$ cat config.mk
export PLATFORM = sky130hd
export DESIGN_NAME = multi_pulse_sync_rx
export DESIGN_NICKNAME = d
export VERILOG_FILES = /design/src/rtl/pulse_sync_pkg.sv /design/src/rtl/sync_chain.sv /design/src/rtl/multi_pulse_sync_rx.sv
export SDC_FILE = /design/constraint.sdc
export NUM_CORES = 1
export LEC_CHECK = 0
export ABC_AREA = 1
export BUFFER_PORTS_ARGS = -buffer_cell sky130_fd_sc_hd__buf_2
export CORE_UTILIZATION = 55
export DETAILED_ROUTE_END_ITERATION = 12
export GPL_TIMING_DRIVEN = 0
export PLACE_DENSITY = 0.76
export SLEW_MARGIN = 10
export SYNTH_ARGS = -nofsm -noshare
export SYNTH_HDL_FRONTEND = slang
export SYNTH_SLANG_ARGS = --single-unit
$ cat constraint.sdc
create_clock -name clk_out -period 2.3 [get_ports clk_out]
set_clock_uncertainty 0.2 [all_clocks]
set_input_delay 0.345 -clock clk_out [delete_from_list [all_inputs] [get_ports clk_out]]
set_output_delay 0.345 -clock clk_out [all_outputs]
set_load 0.01 [all_outputs]
$ cat src/rtl/pulse_sync_pkg.sv
// Shared types and limits for the multi-channel pulse synchroniser receiver.
package pulse_sync_pkg;

  // Output handshake FSM states.
  typedef enum logic {
    IDLE  = 1'b0,
    OFFER = 1'b1
  } state_e;

  // Allowed synchroniser depth per channel.
  localparam int SYNC_STAGES_MIN = 2;
  localparam int SYNC_STAGES_MAX = 4;

endpackage

$ cat src/rtl/sync_chain.sv
// One channel of toggle synchronisation: SYNC_STAGES flops into the clk_out
// domain, then a history flop. edge_o is high for one cycle per toggle change.
module sync_chain #(
  parameter int SYNC_STAGES = 2
) (
  input  logic clk_out,
  input  logic resetn,
  input  logic toggle_i,
  output logic edge_o
);

  logic [SYNC_STAGES-1:0] sync_q;
  logic                   hist_q;

  // Shift the asynchronous toggle through the synchroniser, then into history.
  // NOTE: sequential state uses non-blocking assignments so every flop samples
  // the pre-edge value of its neighbour; blocking here would collapse the chain.
  always_ff @(posedge clk_out or negedge resetn) begin
    if (!resetn) begin
      sync_q <= '0;
      hist_q <= 1'b0;
    end else begin
      sync_q <= {sync_q[SYNC_STAGES-2:0], toggle_i};
      hist_q <= sync_q[SYNC_STAGES-1];
    end
  end

  assign edge_o = sync_q[SYNC_STAGES-1] ^ hist_q;

endmodule

$ cat src/rtl/multi_pulse_sync_rx.sv
// Multi-channel toggle-to-pulse receiver. Each channel's toggle is
// synchronised, converted to an edge, and accumulated in a saturating pending
// counter. A round-robin arbiter offers one pending pulse at a time on a
// valid/ready handshake.
// Optional feature: define PULSE_SYNC_OVF_EN to get sticky per-channel
// overflow flags (set on a dropped increment, cleared by ovf_clr, set wins).
module multi_pulse_sync_rx
  import pulse_sync_pkg::*;
#(
  parameter  int NUM_CH      = 4,
  parameter  int SYNC_STAGES = 2,
  parameter  int CNT_W       = 2,
  localparam int CH_W        = (NUM_CH > 1) ? $clog2(NUM_CH) : 1
) (
  input  logic              clk_out,
  input  logic              resetn,
  input  logic [NUM_CH-1:0] toggle_in,
  output logic              pulse_valid,
  output logic [CH_W-1:0]   pulse_ch,
  input  logic              pulse_ready,
  output logic [NUM_CH-1:0] ovf_flag,
  input  logic [NUM_CH-1:0] ovf_clr
);

  localparam int               WARM_N  = SYNC_STAGES + 1;
  localparam int               WARM_W  = $clog2(WARM_N + 1);
  localparam logic [CNT_W-1:0] CNT_MAX = '1;

  if (SYNC_STAGES < SYNC_STAGES_MIN || SYNC_STAGES > SYNC_STAGES_MAX) begin : g_bad_sync_stages
    $error("multi_pulse_sync_rx: SYNC_STAGES out of range");
  end

  logic [WARM_W-1:0] warm_q;
  logic              warm_done;
  logic [NUM_CH-1:0] raw_edge;
  logic [NUM_CH-1:0] edge_v;
  logic [NUM_CH-1:0] dec;
  logic [NUM_CH-1:0] drop;
  logic [CNT_W-1:0]  pend_q [NUM_CH];
  logic [CNT_W-1:0]  pend_d [NUM_CH];
  logic              handshake;
  logic              found;
  logic [CH_W-1:0]   winner;
  state_e            state_q;
  logic              valid_q;
  logic [CH_W-1:0]   pulse_ch_q;
  logic [CH_W-1:0]   rr_q;

  for (genvar g = 0; g < NUM_CH; g++) begin : g_sync
    sync_chain #(.SYNC_STAGES(SYNC_STAGES)) u_sync (
      .clk_out  (clk_out),
      .resetn   (resetn),
      .toggle_i (toggle_in[g]),
      .edge_o   (raw_edge[g])
    );
  end

  // Count the first SYNC_STAGES+1 edges after reset; edges are masked until done
  // so that levels already present at reset release never look like toggles.
  always_ff @(posedge clk_out or negedge resetn) begin
    if (!resetn) begin
      warm_q <= '0;
    end else if (!warm_done) begin
      warm_q <= warm_q + WARM_W'(1);
    end
  end

  assign warm_done = (warm_q == WARM_W'(WARM_N));
  assign edge_v    = raw_edge & {NUM_CH{warm_done}};
  assign handshake = valid_q & pulse_ready;

  // Next pending count per channel: +1 on edge, -1 on handshake, hold on both,
  // and drop the increment when already saturated.
  // NOTE: every output of this block gets a default first, so no path can
  // leave a value unassigned and infer a latch.
  always_comb begin
    for (int i = 0; i < NUM_CH; i++) begin
      dec[i]    = handshake && (pulse_ch_q == CH_W'(i));
      drop[i]   = edge_v[i] && !dec[i] && (pend_q[i] == CNT_MAX);
      pend_d[i] = pend_q[i];
      if (edge_v[i] && !dec[i] && (pend_q[i] != CNT_MAX)) begin
        pend_d[i] = pend_q[i] + CNT_W'(1);
      end else if (!edge_v[i] && dec[i]) begin
        pend_d[i] = pend_q[i] - CNT_W'(1);
      end
    end
  end

  // Pending counters.
  // NOTE: this small array is true state and must start empty, so unlike a
  // data RAM it is cleared by reset.
  always_ff @(posedge clk_out or negedge resetn) begin
    if (!resetn) begin
      for (int i = 0; i < NUM_CH; i++) pend_q[i] <= '0;
    end else begin
      for (int i = 0; i < NUM_CH; i++) pend_q[i] <= pend_d[i];
    end
  end

  // Round-robin search upward from rr_q, wrapping, for the first nonzero count.
  always_comb begin
    found  = 1'b0;
    winner = '0;
    for (int off = 0; off < NUM_CH; off++) begin
      int idx;
      idx = int'(rr_q) + off;
      if (idx >= NUM_CH) idx = idx - NUM_CH;
      if (!found && (pend_q[idx] != '0)) begin
        found  = 1'b1;
        winner = CH_W'(idx);
      end
    end
  end

  // Offer FSM: latch the winner in IDLE, hold it in OFFER until accepted.
  always_ff @(posedge clk_out or negedge resetn) begin
    if (!resetn) begin
      state_q    <= IDLE;
      valid_q    <= 1'b0;
      pulse_ch_q <= '0;
      rr_q       <= '0;
    end else begin
      case (state_q)
        IDLE: begin
          if (found) begin
            pulse_ch_q <= winner;
            valid_q    <= 1'b1;
            state_q    <= OFFER;
          end
        end
        OFFER: begin
          if (pulse_ready) begin
            valid_q <= 1'b0;
            state_q <= IDLE;
            rr_q    <= (int'(pulse_ch_q) == NUM_CH - 1) ? '0 : pulse_ch_q + CH_W'(1);
          end
        end
        default: begin
          valid_q <= 1'b0;
          state_q <= IDLE;
        end
      endcase
    end
  end

  assign pulse_valid = valid_q;
  assign pulse_ch    = pulse_ch_q;

`ifdef PULSE_SYNC_OVF_EN
  logic [NUM_CH-1:0] ovf_q;

  // Sticky overflow flags; a drop in the same cycle as a clear keeps the flag set.
  always_ff @(posedge clk_out or negedge resetn) begin
    if (!resetn) begin
      ovf_q <= '0;
    end else begin
      ovf_q <= (ovf_q & ~ovf_clr) | drop;
    end
  end

  assign ovf_flag = ovf_q;
`else
  logic unused_ovf;

  assign ovf_flag   = '0;
  assign unused_ovf = ^{ovf_clr, drop};
`endif

endmodule

==> After elaboration in Yosys (flattened, before gate mapping) <==
Cells that the tools add are included.
{ "word_totals": {"out_inout_bits": 7, "regBits": 28} }
{ "classes": {"n_lt_le_gt_ge": 8, "n_bitwise": 11, "addsub": 17, "n_reduce_logical": 42, "eq_ne": 11, "mux": 39} }
{ "op_table": {"columns": ["cell", "count"], "rows": [
  ["$ge A32 B3 Y1 const B", 4],
  ["$mux W32", 4],
  ["$not A32 Y32", 4],
  ["$mux W2", 21],
  ["$logic_and A1 B1 Y1", 19],
  ["$bmux W2 S2", 4],
  ["$reduce_bool A2 Y1", 8],
  ["$add A2 B1 Y2 const B", 6],
  ["$ne A2 B2 Y1 const B", 6],
  ["$sub A3 B3 Y4 const B", 3],
  ["$logic_not A1 Y1", 11],
  ["$ge A3 B3 Y1 const B", 3],
  ["$mux W1", 8],
  ["$sub A2 B1 Y2 const B", 4],
  ["$add A2 B2 Y3 const B", 2],
  ["$eq A2 B2 Y1 const B", 3],
  ["$reduce_and A2 Y1", 3],
  ["$and A4 B4 Y4", 1],
  ["$eq A2 B1 Y1 const B", 2],
  ["$pmux W1 S2", 2],
  ["$sub A2 B3 Y4 const B", 1],
  ["$xor A1 B1 Y1", 4],
  ["$add A2 B1 Y3 const B", 1],
  ["$ge A2 B3 Y1 const B", 1],
  ["3 further kinds", 3]
]} }

==> Logic depth before layout (Yosys ltp) <==
{ "logic_depth": {"ltp_word": 19, "depth_mapped": 13} }

==> Hierarchy <==
Synthesis repeated with hierarchy kept, for this count alone.
{ "unflattened": {"cells_unflattened": 215, "hier_area_um2": 1704.1} }
{ "modules_own_cells": {"columns": ["mod", "area_each_um2", "n_inst", "cells_per_inst"], "rows": [
  ["multi_pulse_sync_rx", 1328.8, 1, 183],
  ["sync_chain", 93.8, 4, 8]
]} }

==> Worst setup path after synthesis <==
OpenSTA, ideal clock, no wires.
{ "synth_path": {"path_type": "register to register", "start": "register warm_q[0]", "end": "register pend_q[3] (netlist bit)", "slack_ns": 0.689, "required_ns": 1.978, "stages_incl_launch_ff": 8, "synth_period_minus_slack_ns": 1.611, "n_path_buf": 0, "t_arrival_ns": 1.289, "path_cell_list": "dfrtp_1 ha_1 nand2_1 nor2_1 nor3b_1 nand2_1 xor2_1 nand2_1"} }
{ "synth_via": {"elab_chain_cells": 5} }
{ "synth_rtl": {"columns": ["item", "line_no", "text"], "rows": [
  ["start, declared", "multi_pulse_sync_rx.sv:33", "logic [WARM_W-1:0] warm_q;"],
  ["start signal, assigned", "multi_pulse_sync_rx.sv:64", "warm_q <= warm_q + WARM_W'(1);"],
  ["$eq A2 B2 Y1 (*)", "multi_pulse_sync_rx.sv:68", "assign warm_done = (warm_q == WARM_W'(WARM_N));"],
  ["$and A4 B4 Y4 (*)", "multi_pulse_sync_rx.sv:69", "assign edge_v = raw_edge & {NUM_CH{warm_done}};"],
  ["$logic_and A1 B1 Y1 / $logic_not A1 Y1 (equally long branches)", "multi_pulse_sync_rx.sv:81, multi_pulse_sync_rx.sv:83", null],
  ["$logic_and A1 B1 Y1 (on tied branches)", "multi_pulse_sync_rx.sv:81, multi_pulse_sync_rx.sv:83", null],
  ["$mux W2 / $reduce_bool A2 Y1 (equally long branches)", null, null],
  ["end, declared", "multi_pulse_sync_rx.sv:39", "logic [CNT_W-1:0] pend_q [NUM_CH];"]
]} }
Every way passes the cells marked *; elsewhere a longest branch is shown, timed or not.
A chain may end at the register's enable or synchronous reset.

==> Worst setup path in the final report <==
{ "layout_path": {"start": "register rr_q[0]", "end": "register pulse_ch_q[1], in the netlist pulse_ch[1]"} }
{ "layout_via": {"elab_chain_cells": 18} }
{ "layout_rtl": {"columns": ["item", "line_no", "text"], "rows": [
  ["start, declared", "multi_pulse_sync_rx.sv:47", "logic [CH_W-1:0] rr_q;"],
  ["start signal, assigned", "multi_pulse_sync_rx.sv:135", "rr_q <= (int'(pulse_ch_q) == NUM_CH - 1) ? '0 : pulse_ch_q + CH_W'(1);"],
  ["branches (longest 18 deep; another with $sub A3 B3 Y4)", null, null],
  ["end signal, assigned", "multi_pulse_sync_rx.sv:126", "pulse_ch_q <= winner;"],
  ["end, declared", "multi_pulse_sync_rx.sv:46", "logic [CH_W-1:0] pulse_ch_q;"]
]} }
Parallel ways; which one is timed is not known. The select of a mux whose other input is x is not followed.

==> impl_metrics.ini <==
[outcome]
outcome = complete, but fails checks
violations = design-rule violations

[worst_setup_path]
worst_ep_arrival_time_ns = 1.86
startpoint_type = flip-flop
end_kind = flip-flop
crit_required_ns = 2.33
cp_max_fo = 10
critPathKind = flip-flop to flip-flop

[placed_design]
place.gp.congestion = 0.8860
dp.cells = 251
numPortBuffers = 9
dp_hpwl_mm = 2.327
dpl_worst_slack_ns = 0.5190

[grt]
gr-usage-met2_pct = 35.54
grt_pass1_wl_mm = 5.202
track_usage_pct = 20.73
grtUsageMet1_pct = 25.57
grt_max_degree = 29
gr-total-overflow = 0
antenna_found_initial = 0
grt_pass1_vias = 1311
gr-usage-met3_pct = 2.765
busiest_layer = met2

[cts]
clockBufferDepth = 2
htreeDepth = 1
clock_sinks = 28
cts_buffers = 3
cts_tree = yes
clk_latency_ns = 0.32
cts_root_buffer = clkbuf_4
clk_pin_slew_ns = 0.14

[logic_synthesis]
yosysTopAreaCellShare_pct = 42.36
synthesis.area_mm2 = 0.001654
async_flop_share_pct = 100.0
yosysTopAreaCell = dfrtp_1
ys.flop_type = dfrtp_1
ys_types = 28
synth-seq-cells = 28
ys_warn_count = 0
synthCells = 208
ys_seq_area_share_pct = 42.36
yosys-top-cells-area = dfrtp_1 (42%), nand2_1 (16%), inv_1 (4.8%), nand2_2 (4.5%), ha_1 (3.8%)
synth_enable_flop_cells = 0
syn_area_per_cell_um2 = 7.952
synth_most_common_cell = nand2_1
synth_commonest_cells = nand2_1 (69), dfrtp_1 (28), inv_1 (21)

[pwr]
ir_worst_vdd_v = 0.0007211
p_leak_nw = 0.9674
pwr_density_cell_mw_per_mm2 = 1012

[sta]
tns_ns = 0
fmaxAchievable_ghz = 0.5476
fin_crit_ns = 1.826
final_hold_viol_count = 0
rsz0062_at_grt = false
setup_viol = 0
slew_viol_final = 0
relSlewSlack_pct = 60.68
tightestPinTransition_ns = 0.5897
fin_crit_sh_pct = 79.39
finalWorstSetupSlack_ns = 0.4739

[final_layout]
diodes = 0
finalNetCount = 246
fillers = 233
area_growth_pct = 10.97
seqCellArea_um2 = 700.7
final_core_util_pct = 65.43
multi_input_area_um2 = 822.0
final_layout_size_suffix_gt1_share_pct = 19.21
fin_cells = 260

[routing]
drt-pass1-iter-count = 8
routed_via_density = 5.312
drtIter0Drc = 67
vias = 1381
drc_errors = 2
wire_per_inst_um = 11.63
drt_wl_total_mm = 3.024
ant_nets = 0

[worst_hold_path]
hold_class = flip-flop to flip-flop

[die]
die_w_um = 56.84
core_mm2 = 0.002805
die_y_um = 56.84
ioPinCount = 18
die_area_mm2 = 0.003231
initial_utilization_pct = 58.97
rows = 19

[flow_run]
drv_cap = 0
## flip-flops by register name (all words and copies together) (netlist names)
| name | count |
|---|---|
| state_q | 1 |
| warm_q | 2 |
| pulse_ch | 2 |
| rr_q | 2 |
| g_sync.u_sync.sync_q | 8 |
| pulse_valid | 1 |
| pend_q | 8 |
| g_sync.u_sync.hist_q | 4 |
## cell usage in the layout (no fill, tap or decap)
master	n
a21boi_1	1
a21oi_1	2
a31oi_1	2
buf_2	9
buf_4	6
buf_6	1
clkbuf_4	3
clkbuf_8	1
conb_1	4
dfrtp_1	28
dlygate4sd3_1	5
ha_1	5
inv_1	21
inv_2	2
mux2_2	1
nand2_1	69
nand2_2	12
nand3_1	8
nand3_2	2
nand3b_4	1
nand4_1	2
nor2_1	10
nor2_4	3
nor3_1	5
nor3b_1	1
o21a_1	2
o21ai_0	9
o21ai_2	3
o22ai_1	2
o31ai_1	4
xnor2_1	1
xor2_1	4
## critical path, cell delays in order (launching register included)
cell and delay (ns):
dfrtp_1 0.44, inv_2 0.11, buf_6 0.15, nand2_1 0.07, nand2_2 0.10, nand3_1 0.11
nand2_1 0.13, nand3_1 0.08, nor2_1 0.13, nor2_1 0.05, nand2_1 0.10, nand2_1 0.06
## through the flow
stage | total power, mW | hold WS, ns | cell area [um2]
after global placement | 1.577 | 0.1314 | 1749
after CTS | 1.862 | 0.1642 | 1836
after floorplan | 1.420 | -0.1506 | 1665
after detailed placement | 1.615 | 0.1356 | 1749
after global routing | 2.007 | 0.1740 | 1836
final | 1.858 | 0.1648 | 1836
## metal layers
| layer | vias to the layer above | wire length, um | part of all wire [%] |
|---|---|---|---|
| li1 | 697 | - | - |
| met1 | 646 | 1399 | 46 |
| met2 | 29 | 1483 | 49 |
| met3 | 9 | 74 | 2.4 |
| met4 | 0 | 68 | 2.2 |
| met5 | - | 0 | 0 |
## cell families (layout without fill, tap and decap cells)
logic type               after synthesis  in the layout  share of synthesized area [%]
buffers and inverters                 30             48                          8.623
flip-flops                            28             28                          42.36
other                                  1              4                         0.2267
AO/OA/AOI/OAI                         25             25                          9.607
multiplexers                           1              1                         0.6807
AND/OR/NAND/NOR                      113            113                          32.07
XOR/XNOR                               5              5                          2.647
adder cells (fa/ha/maj)                5              5                          3.782
## final timing paths
check / startpoint / to / slack, ns / cells past startpoint
hold reg to reg: g_sync[1].u_sync.sync_q[0] / g_sync[1].u_sync.sync_q[1] / 0.16 / 0
min in group asynchronous: resetn / g_sync[1].u_sync.sync_q[1] / 0.34 / 2
setup reg to reg: rr_q[0] / pulse_ch[1] / 0.47 / 11
max in group asynchronous: resetn / pend_q[2] / 1.18 / 2
hold / removal: g_sync[1].u_sync.sync_q[0] / g_sync[1].u_sync.sync_q[1] / 0.16 / 0
setup / recovery: rr_q[0] / pulse_ch[1] / 0.47 / 11
## power by group
group | total (mW) | internal, mW | switching, mW
combinational | 0.965 | 0.355 | 0.610
clock | 0.236 | 0.0969 | 0.139
sequential | 0.657 | 0.570 | 0.0870
## what timing repair did
| action | CTS | global route |
|---|---|---|
| hold endpoints to repair | 32 | 0 |
| buffers inserted | 0 | 0 |
| resized for setup | 0 | 0 |
| hold buffers | 5 | 0 |
## cell type report
class / instances / share of cell area (%)
buffer: 7 / 3.067
clock buffer: 4 / 1.977
inverter: 23 / 4.703
multi-input combinational: 153 / 44.79
sequential: 28 / 38.17
tap: 31 / 2.113
timing repair buffer: 14 / 5.181
Note: power is estimated with default switching activity, not from simulation.
